--- src/rtl/msi_pkg.sv ---
`default_nettype none
// ============================================================================
//  Module      : msi_pkg
//  Description : Bus message encodings shared between the MSI caches and the
//                bus controller, plus the bus controller FSM state encoding.
//  Revision    : 1.0  initial release
// ============================================================================
package msi_pkg;

    // Bus message encoding (shared with the cache controllers)
    localparam int          c_msg_w      = 3;
    localparam logic [2:0]  c_msg_idle   = 3'd0;
    localparam logic [2:0]  c_msg_rd     = 3'd1;
    localparam logic [2:0]  c_msg_rdx    = 3'd2;
    localparam logic [2:0]  c_msg_upgr   = 3'd3;
    localparam logic [2:0]  c_msg_flush  = 3'd4;

    // Bus controller FSM state encoding
    localparam int          c_st_w       = 3;
    localparam logic [2:0]  c_st_idle    = 3'd0;
    localparam logic [2:0]  c_st_grant   = 3'd1;
    localparam logic [2:0]  c_st_snoop   = 3'd2;
    localparam logic [2:0]  c_st_flush   = 3'd3;
    localparam logic [2:0]  c_st_mem     = 3'd4;
    localparam logic [2:0]  c_st_done    = 3'd5;

    // A cache may only originate RD, RDX or UPGR on the bus
    function automatic logic msg_is_request(input logic [2:0] msg);
        return (msg == c_msg_rd) || (msg == c_msg_rdx) || (msg == c_msg_upgr);
    endfunction

    // Messages that return a line of data to the requester
    function automatic logic msg_has_data(input logic [2:0] msg);
        return (msg == c_msg_rd) || (msg == c_msg_rdx);
    endfunction

endpackage : msi_pkg
`default_nettype wire

--- src/rtl/msi_rr_arbiter.sv ---
`default_nettype none
// ============================================================================
//  Module      : msi_rr_arbiter
//  Description : Combinational round-robin arbiter. Searches the request
//                vector starting at rr_ptr_i and returns the first requester
//                as a one-hot grant plus its index.
//  Revision    : 1.0  initial release
// ============================================================================
module msi_rr_arbiter #(
    parameter int NUM_CPUS = 2,
    parameter int IDX_W    = 1
) (
    input  logic [NUM_CPUS-1:0] req_i,
    input  logic [IDX_W-1:0]    rr_ptr_i,
    output logic [NUM_CPUS-1:0] grant_o,
    output logic [IDX_W-1:0]    grant_idx_o
);

    localparam logic [IDX_W:0] c_num = (IDX_W+1)'(NUM_CPUS);

    logic [2*NUM_CPUS-1:0] w_req_dbl;
    logic [NUM_CPUS-1:0]   w_req_rot;
    logic                  w_found;

    // Rotating a doubled copy puts the highest-priority requester at bit 0
    assign w_req_dbl = {req_i, req_i};
    assign w_req_rot = NUM_CPUS'(w_req_dbl >> rr_ptr_i);

    // First set bit in the rotated vector, mapped back to an absolute index
    always_comb begin
        logic [IDX_W:0] sum;
        w_found     = 1'b0;
        sum         = '0;
        grant_idx_o = '0;
        for (int i = 0; i < NUM_CPUS; i++) begin
            if (!w_found && w_req_rot[i]) begin
                w_found = 1'b1;
                sum     = {1'b0, rr_ptr_i} + (IDX_W+1)'(i);
            end
        end
        if (sum >= c_num) begin
            sum = sum - c_num;
        end
        grant_idx_o = sum[IDX_W-1:0];
    end

    // One-hot grant only when someone actually requested
    assign grant_o = w_found ? (NUM_CPUS'(1) << grant_idx_o) : '0;

endmodule : msi_rr_arbiter
`default_nettype wire

--- src/rtl/msi_bus_ctrl.sv ---
`default_nettype none
// ============================================================================
//  Module      : msi_bus_ctrl
//  Description : Shared-bus controller for MSI snooping caches. Arbitrates
//                one transaction at a time, broadcasts it, checks the flush
//                responses and models memory latency before acknowledging.
//  Revision    : 1.0  initial release
// ============================================================================
module msi_bus_ctrl
    import msi_pkg::*;
#(
    parameter int NUM_CPUS = 2,
    parameter int ADDR_W   = 1,
    parameter int MEM_LAT  = 4
) (
    input  logic                         clk_i,
    input  logic                         rst_i,
    input  logic [NUM_CPUS-1:0]          pr_bus_req_i,
    input  logic [3*NUM_CPUS-1:0]        pr_msg_i,
    input  logic [ADDR_W*NUM_CPUS-1:0]   pr_addr_i,
    output logic [NUM_CPUS-1:0]          grant_o,
    output logic [2:0]                   bus_msg_o,
    output logic [ADDR_W-1:0]            bus_addr_o,
    output logic [$clog2(NUM_CPUS)-1:0]  bus_src_o,
    input  logic [NUM_CPUS-1:0]          flush_i,
    output logic                         data_valid_o,
    output logic [NUM_CPUS-1:0]          ack_o,
    output logic                         busy_o,
    output logic                         err_o
);

    localparam int c_idx_w = $clog2(NUM_CPUS);
    localparam int c_cnt_w = $clog2(MEM_LAT+1);
    localparam int c_pop_w = $clog2(NUM_CPUS+1);

    localparam logic [c_idx_w-1:0] c_last_cpu = c_idx_w'(NUM_CPUS-1);
    localparam logic [c_cnt_w-1:0] c_cnt_load = c_cnt_w'(MEM_LAT-1);
    localparam logic [c_pop_w-1:0] c_one      = c_pop_w'(1);

    logic [c_st_w-1:0]    r_state;
    logic [c_st_w-1:0]    w_next_state;
    logic [c_idx_w-1:0]   r_win;
    logic [NUM_CPUS-1:0]  r_win_oh;
    logic [2:0]           r_msg;
    logic [ADDR_W-1:0]    r_addr;
    logic [c_cnt_w-1:0]   r_cnt;
    logic [c_idx_w-1:0]   r_rr_ptr;

    logic [NUM_CPUS-1:0]  w_arb_grant;
    logic [c_idx_w-1:0]   w_arb_idx;
    logic [2:0]           w_win_msg;
    logic [ADDR_W-1:0]    w_win_addr;
    logic [NUM_CPUS-1:0]  w_flush_masked;
    logic [c_pop_w-1:0]   w_flush_cnt;
    logic                 w_any_req;

    assign w_any_req = |pr_bus_req_i;

    msi_rr_arbiter #(
        .NUM_CPUS (NUM_CPUS),
        .IDX_W    (c_idx_w)
    ) u_arb (
        .req_i       (pr_bus_req_i),
        .rr_ptr_i    (r_rr_ptr),
        .grant_o     (w_arb_grant),
        .grant_idx_o (w_arb_idx)
    );

    // Select the latched winner's message and address slices
    always_comb begin
        w_win_msg  = c_msg_idle;
        w_win_addr = '0;
        for (int k = 0; k < NUM_CPUS; k++) begin
            if (r_win == c_idx_w'(k)) begin
                w_win_msg  = pr_msg_i[3*k +: 3];
                w_win_addr = pr_addr_i[ADDR_W*k +: ADDR_W];
            end
        end
    end

    // Count flush responders, ignoring the issuing cache's own bit
    assign w_flush_masked = flush_i & ~r_win_oh;

    always_comb begin
        w_flush_cnt = '0;
        for (int k = 0; k < NUM_CPUS; k++) begin
            w_flush_cnt = w_flush_cnt + c_pop_w'(w_flush_masked[k]);
        end
    end

    // State register
    always_ff @(posedge clk_i) begin
        if (rst_i) begin
            r_state <= c_st_idle;
        end else begin
            r_state <= w_next_state;
        end
    end

    // Next-state logic
    always_comb begin
        w_next_state = r_state;
        case (r_state)
            c_st_idle:  if (w_any_req) w_next_state = c_st_grant;
            c_st_grant: w_next_state = msg_is_request(w_win_msg) ? c_st_snoop : c_st_idle;
            c_st_snoop: begin
                if (r_msg == c_msg_upgr)        w_next_state = c_st_done;
                else if (w_flush_cnt != '0)     w_next_state = c_st_flush;
                else                            w_next_state = c_st_mem;
            end
            c_st_flush: w_next_state = c_st_done;
            c_st_mem:   if (r_cnt == '0) w_next_state = c_st_done;
            c_st_done:  w_next_state = c_st_idle;
            default:    w_next_state = c_st_idle;
        endcase
    end

    // Winner, transaction, latency counter and round-robin pointer registers
    always_ff @(posedge clk_i) begin
        if (rst_i) begin
            r_win    <= '0;
            r_win_oh <= '0;
            r_msg    <= c_msg_idle;
            r_addr   <= '0;
            r_cnt    <= '0;
            r_rr_ptr <= '0;
        end else begin
            case (r_state)
                c_st_idle: begin
                    if (w_any_req) begin
                        r_win    <= w_arb_idx;
                        r_win_oh <= w_arb_grant;
                    end
                end
                c_st_grant: begin
                    r_msg  <= w_win_msg;
                    r_addr <= w_win_addr;
                end
                c_st_snoop: r_cnt <= c_cnt_load;
                c_st_mem:   if (r_cnt != '0) r_cnt <= r_cnt - 1'b1;
                c_st_done:  r_rr_ptr <= (r_win == c_last_cpu) ? '0 : r_win + 1'b1;
                default:    ;
            endcase
        end
    end

    // Output decode
    always_comb begin
        grant_o      = '0;
        bus_msg_o    = c_msg_idle;
        bus_addr_o   = '0;
        bus_src_o    = '0;
        data_valid_o = 1'b0;
        ack_o        = '0;
        err_o        = 1'b0;
        busy_o       = (r_state != c_st_idle);
        case (r_state)
            c_st_grant: begin
                grant_o = r_win_oh;
                err_o   = !msg_is_request(w_win_msg);
            end
            c_st_snoop: begin
                bus_msg_o  = r_msg;
                bus_addr_o = r_addr;
                bus_src_o  = r_win;
                err_o      = msg_has_data(r_msg) && (w_flush_cnt > c_one);
            end
            c_st_flush: begin
                bus_msg_o  = c_msg_flush;
                bus_addr_o = r_addr;
            end
            c_st_mem: begin
                bus_addr_o = r_addr;
            end
            c_st_done: begin
                bus_addr_o   = r_addr;
                ack_o        = r_win_oh;
                data_valid_o = msg_has_data(r_msg);
            end
            default: ;
        endcase
    end

endmodule : msi_bus_ctrl
`default_nettype wire

--- config.mk ---
export PLATFORM = sky130hd
export DESIGN_NAME = msi_bus_ctrl
export DESIGN_NICKNAME = d
export VERILOG_FILES = /design/src/rtl/msi_pkg.sv /design/src/rtl/msi_rr_arbiter.sv /design/src/rtl/msi_bus_ctrl.sv
export SDC_FILE = /design/constraint.sdc
export NUM_CORES = 1
export LEC_CHECK = 0
export CAP_MARGIN = 15
export CORE_AREA = 2 2 51 53
export CTS_CLUSTER_DIAMETER = 40
export DETAILED_ROUTE_END_ITERATION = 8
export DIE_AREA = 0 0 53 55
export GPL_TIMING_DRIVEN = 1
export PLACE_DENSITY_LB_ADDON = 0.3
export SLEW_MARGIN = 20
export SYNTH_ARGS = -nofsm -noshare
export SYNTH_HDL_FRONTEND = slang
export SYNTH_SLANG_ARGS = --single-unit
--- constraint.sdc ---
create_clock -name clk_i -period 4.4 [get_ports clk_i]
set_input_delay 0.88 -clock clk_i [delete_from_list [all_inputs] [get_ports clk_i]]
set_output_delay 0.88 -clock clk_i [all_outputs]
set_load 0.02 [all_outputs]
==> out/qor.yml <==
cells_and_area:
  final_cell_mix: "clkdlybuf4s50_1, dfxtp_1, nor2_1"
  multi_input_area_um2: 538.0
  seqCellArea_um2: 280.3
  final_common_cell: "clkdlybuf4s50_1"
  nets: 145
  nFillCells: 232
  drive_above_1_share_pct: 8.661
  design_area_mm2: 0.001159
  diodes: 0
  area_delta_synth_final_pct: 33.24
grt:
  busiest_layer: "met2"
  grt_max_degree: 15
  antenna_found_initial: 0
  overflow: 0
  grt_pass1_vias: 734
  met3_usage_pct: 3.495
  grt_use_total_pct: 15.32
  grt_pass1_wl_um: 3208
  use_met2_pct: 26.04
  grt_util_met1_pct: 18.72
power:
  p_leak_nw: 0.4237
  p_seq_share_pct: 49.3
  power_density_mw_per_mm2: 268.1
  power_frac_comb_pct: 27.7
  swShare_pct: 30.79
  peakVddDrop_v: 0.0001754
  clkPwrFrac_pct: 23.1
  p_sw_mw: 0.09564
  cell_internal_pwr_mw: 0.2150
cts:
  clk_latency_ns: 0.28
  cts_sinks: 14
  cts_hold_buf: 0
  cts.htree.levels: 1
  clkTransAtPathRegs_ns: 0.08
  clockBufferDepth: 2
  cts_tree: "yes"
  ctsResizeCount: 0
  numCtsBuffers: 3
  root_buffer: "clkbuf_4"
  cts_setup_buffers: 0
timing:
  timing.fmax_mhz: 294.7
  period_share_pct: 77.12
  setup_violations: 0
  period_needed_ns: 3.393
  drv_slew: 0
  relSlewSlack_pct: 44.48
  tns_ns: 0
  max_slew.worst_pin.slew_ns: 0.8310
  hold_viol: 0
  rsz0062_at_grt: "no"
  skew_ns: 0.002848
worst_setup_path:
  r2r_slack_ns: 2.64
  critPathMaxFanout: 4
  path_cells: "clkdlybuf4s50_1 -> nor2b_1 -> nand3_1 -> o2bb2ai_1 -> clkdlybuf4s50_1"
  crit_path_start_kind: "input pin"
  path_class: "input pin to output pin"
  cp_common_cell: "clkdlybuf4s50_1"
  cp_top_family: "buffers and inverters"
  end_kind: "output pin"
  worstPathRequired_ns: 3.52
  worstPathArrival_ns: 2.51
  cp_slowest_cell: "clkdlybuf4s50_1"
  path_buf_inv: 2
  slowest_delay_ns: 0.63
placement:
  gp_congestion: 0.7122
  placed_area_mm2: 0.001136
  port_buffers: 25
  hpwl_um: 1521
min_path:
  hold_path.class: "flop to flop"
die:
  die_area_mm2: 0.002915
  design.core.area_mm2: 0.002365
  fp.dieW_um: 53
  rows: 18
  io_pins: 26
  start_util_pct: 36.77
  die_h_um: 55
yosys:
  ys.flop_type: "dfxtp_1"
  syn_avg_cell_area_um2: 8.282
  ys_seq_area_share_pct: 32.23
  ys_async_sr_fraction_pct: 0
  syn_area_um2: 869.6
  synth_seq_cells: 14
  yosys_warnings: 0
  synth-edff-count: 0
  synth.distinct_cells: 39
  synth_nets: 121
  syn_inst: 105
drt:
  drtIter0Drc: 13
  via_count: 821
  postRouteWirelength_um: 1947
  first_pass_iters: 4
  drc_errors: 0
  via_per_inst: 5.229
  drtAntennaViolNets: 0
  wl_per_cell_um: 12.40
run:
  cap_viol_max_count: 0
outcome:
  outcome: "finished, final reports clean"
[stage by stage]
step / hold slack (ns) / utilization [%] / total power, mW / setup WS (ns) / instances
after detailed placement: 0.4840 / 48.04 / 0.2419 / 1.009 / 154
final: 0.4949 / 48.99 / 0.3107 / 1.007 / 157
after CTS: 0.4970 / 48.99 / 0.3151 / 0.9954 / 157
after floorplan: 0.4536 / - / 0.2075 / 1.956 / 105
after global routing: 0.5339 / 48.99 / 0.3322 / 0.8403 / 157
after global placement: 0.4858 / 48.04 / 0.2399 / 1.079 / 154
[cell usage after synthesis, drive strengths merged (3+ instances only)]
master	count	area [um2]
clkbuf	6	23.77
nand2	3	11.26
nor2	12	45.04
nor2b	5	31.28
a21oi	3	15.01
nand2b	4	25.02
inv	6	22.52
and2	7	43.79
dfxtp	14	280.3
o21ai	3	15.01
mux2i	5	50.05
a211oi	5	42.54
[logic make-up (layout without fill, tap and decap cells)]
| group | after synthesis | count (layout) | synth area share (%) |
|---|---|---|---|
| simple gates | 46 | 46 | 31.22 |
| compound gates | 24 | 24 | 21.01 |
| flops | 14 | 14 | 32.23 |
| buf+inv | 13 | 35 | 5.898 |
| mux | 5 | 5 | 5.756 |
| fa+ha+maj | 2 | 2 | 2.877 |
| xor+xnor | 1 | 1 | 1.007 |
[layout make-up]
class                   instances  area share [%]
clock buffers                   3           1.944
inverters                       6           1.944
multi-input cells              78           46.44
flip-flops and latches         14           24.19
well taps                      30           3.240
repair buffers                 26           22.25
[worst paths after layout]
kind | start | endpoint | cells after the start
setup / recovery | flush_i[1] | err_o | 5
setup reg to reg | r_state[2]$_SDFFE_PP0P_ | r_cnt[2]$_SDFFE_PP0P_ | 3
hold / removal | r_win_oh[1]$_SDFFE_PP0P_ | r_win_oh[1]$_SDFFE_PP0P_ | 2
hold reg to reg | r_win_oh[1]$_SDFFE_PP0P_ | r_win_oh[1]$_SDFFE_PP0P_ | 2
[power by group through the flow]
stage / Sequential, mW / Clock [mW] / Combinational [mW]
after floorplan: 0.146 / 0 / 0.0612
after global placement: 0.155 / 0 / 0.0847
after detailed placement: 0.156 / 0 / 0.0862
after CTS: 0.153 / 0.0758 / 0.0866
after global routing: 0.155 / 0.0813 / 0.0959
final: 0.153 / 0.0717 / 0.0859
[per-layer routing]
layer | vias to the layer above | wire (um) | share of wire (%)
li1 | 416 | - | -
met1 | 376 | 942 | 48
met2 | 27 | 887 | 46
met3 | 2 | 94 | 4.8
met4 | 0 | 22 | 1.1
met5 | - | 0 | 0
[worst min-delay path: stages (launching register included)]
cell	delay (ns)
dfxtp_1	0.34
nand2_1	0.06
a21oi_1	0.05
[state kept, by name (all words and copies together) (netlist names)]
name and count:
r_cnt 3, r_msg 3, r_state 3, r_win_oh 2, r_addr 1, r_rr_ptr 1
r_win 1
(Power assumes the default switching activity.)
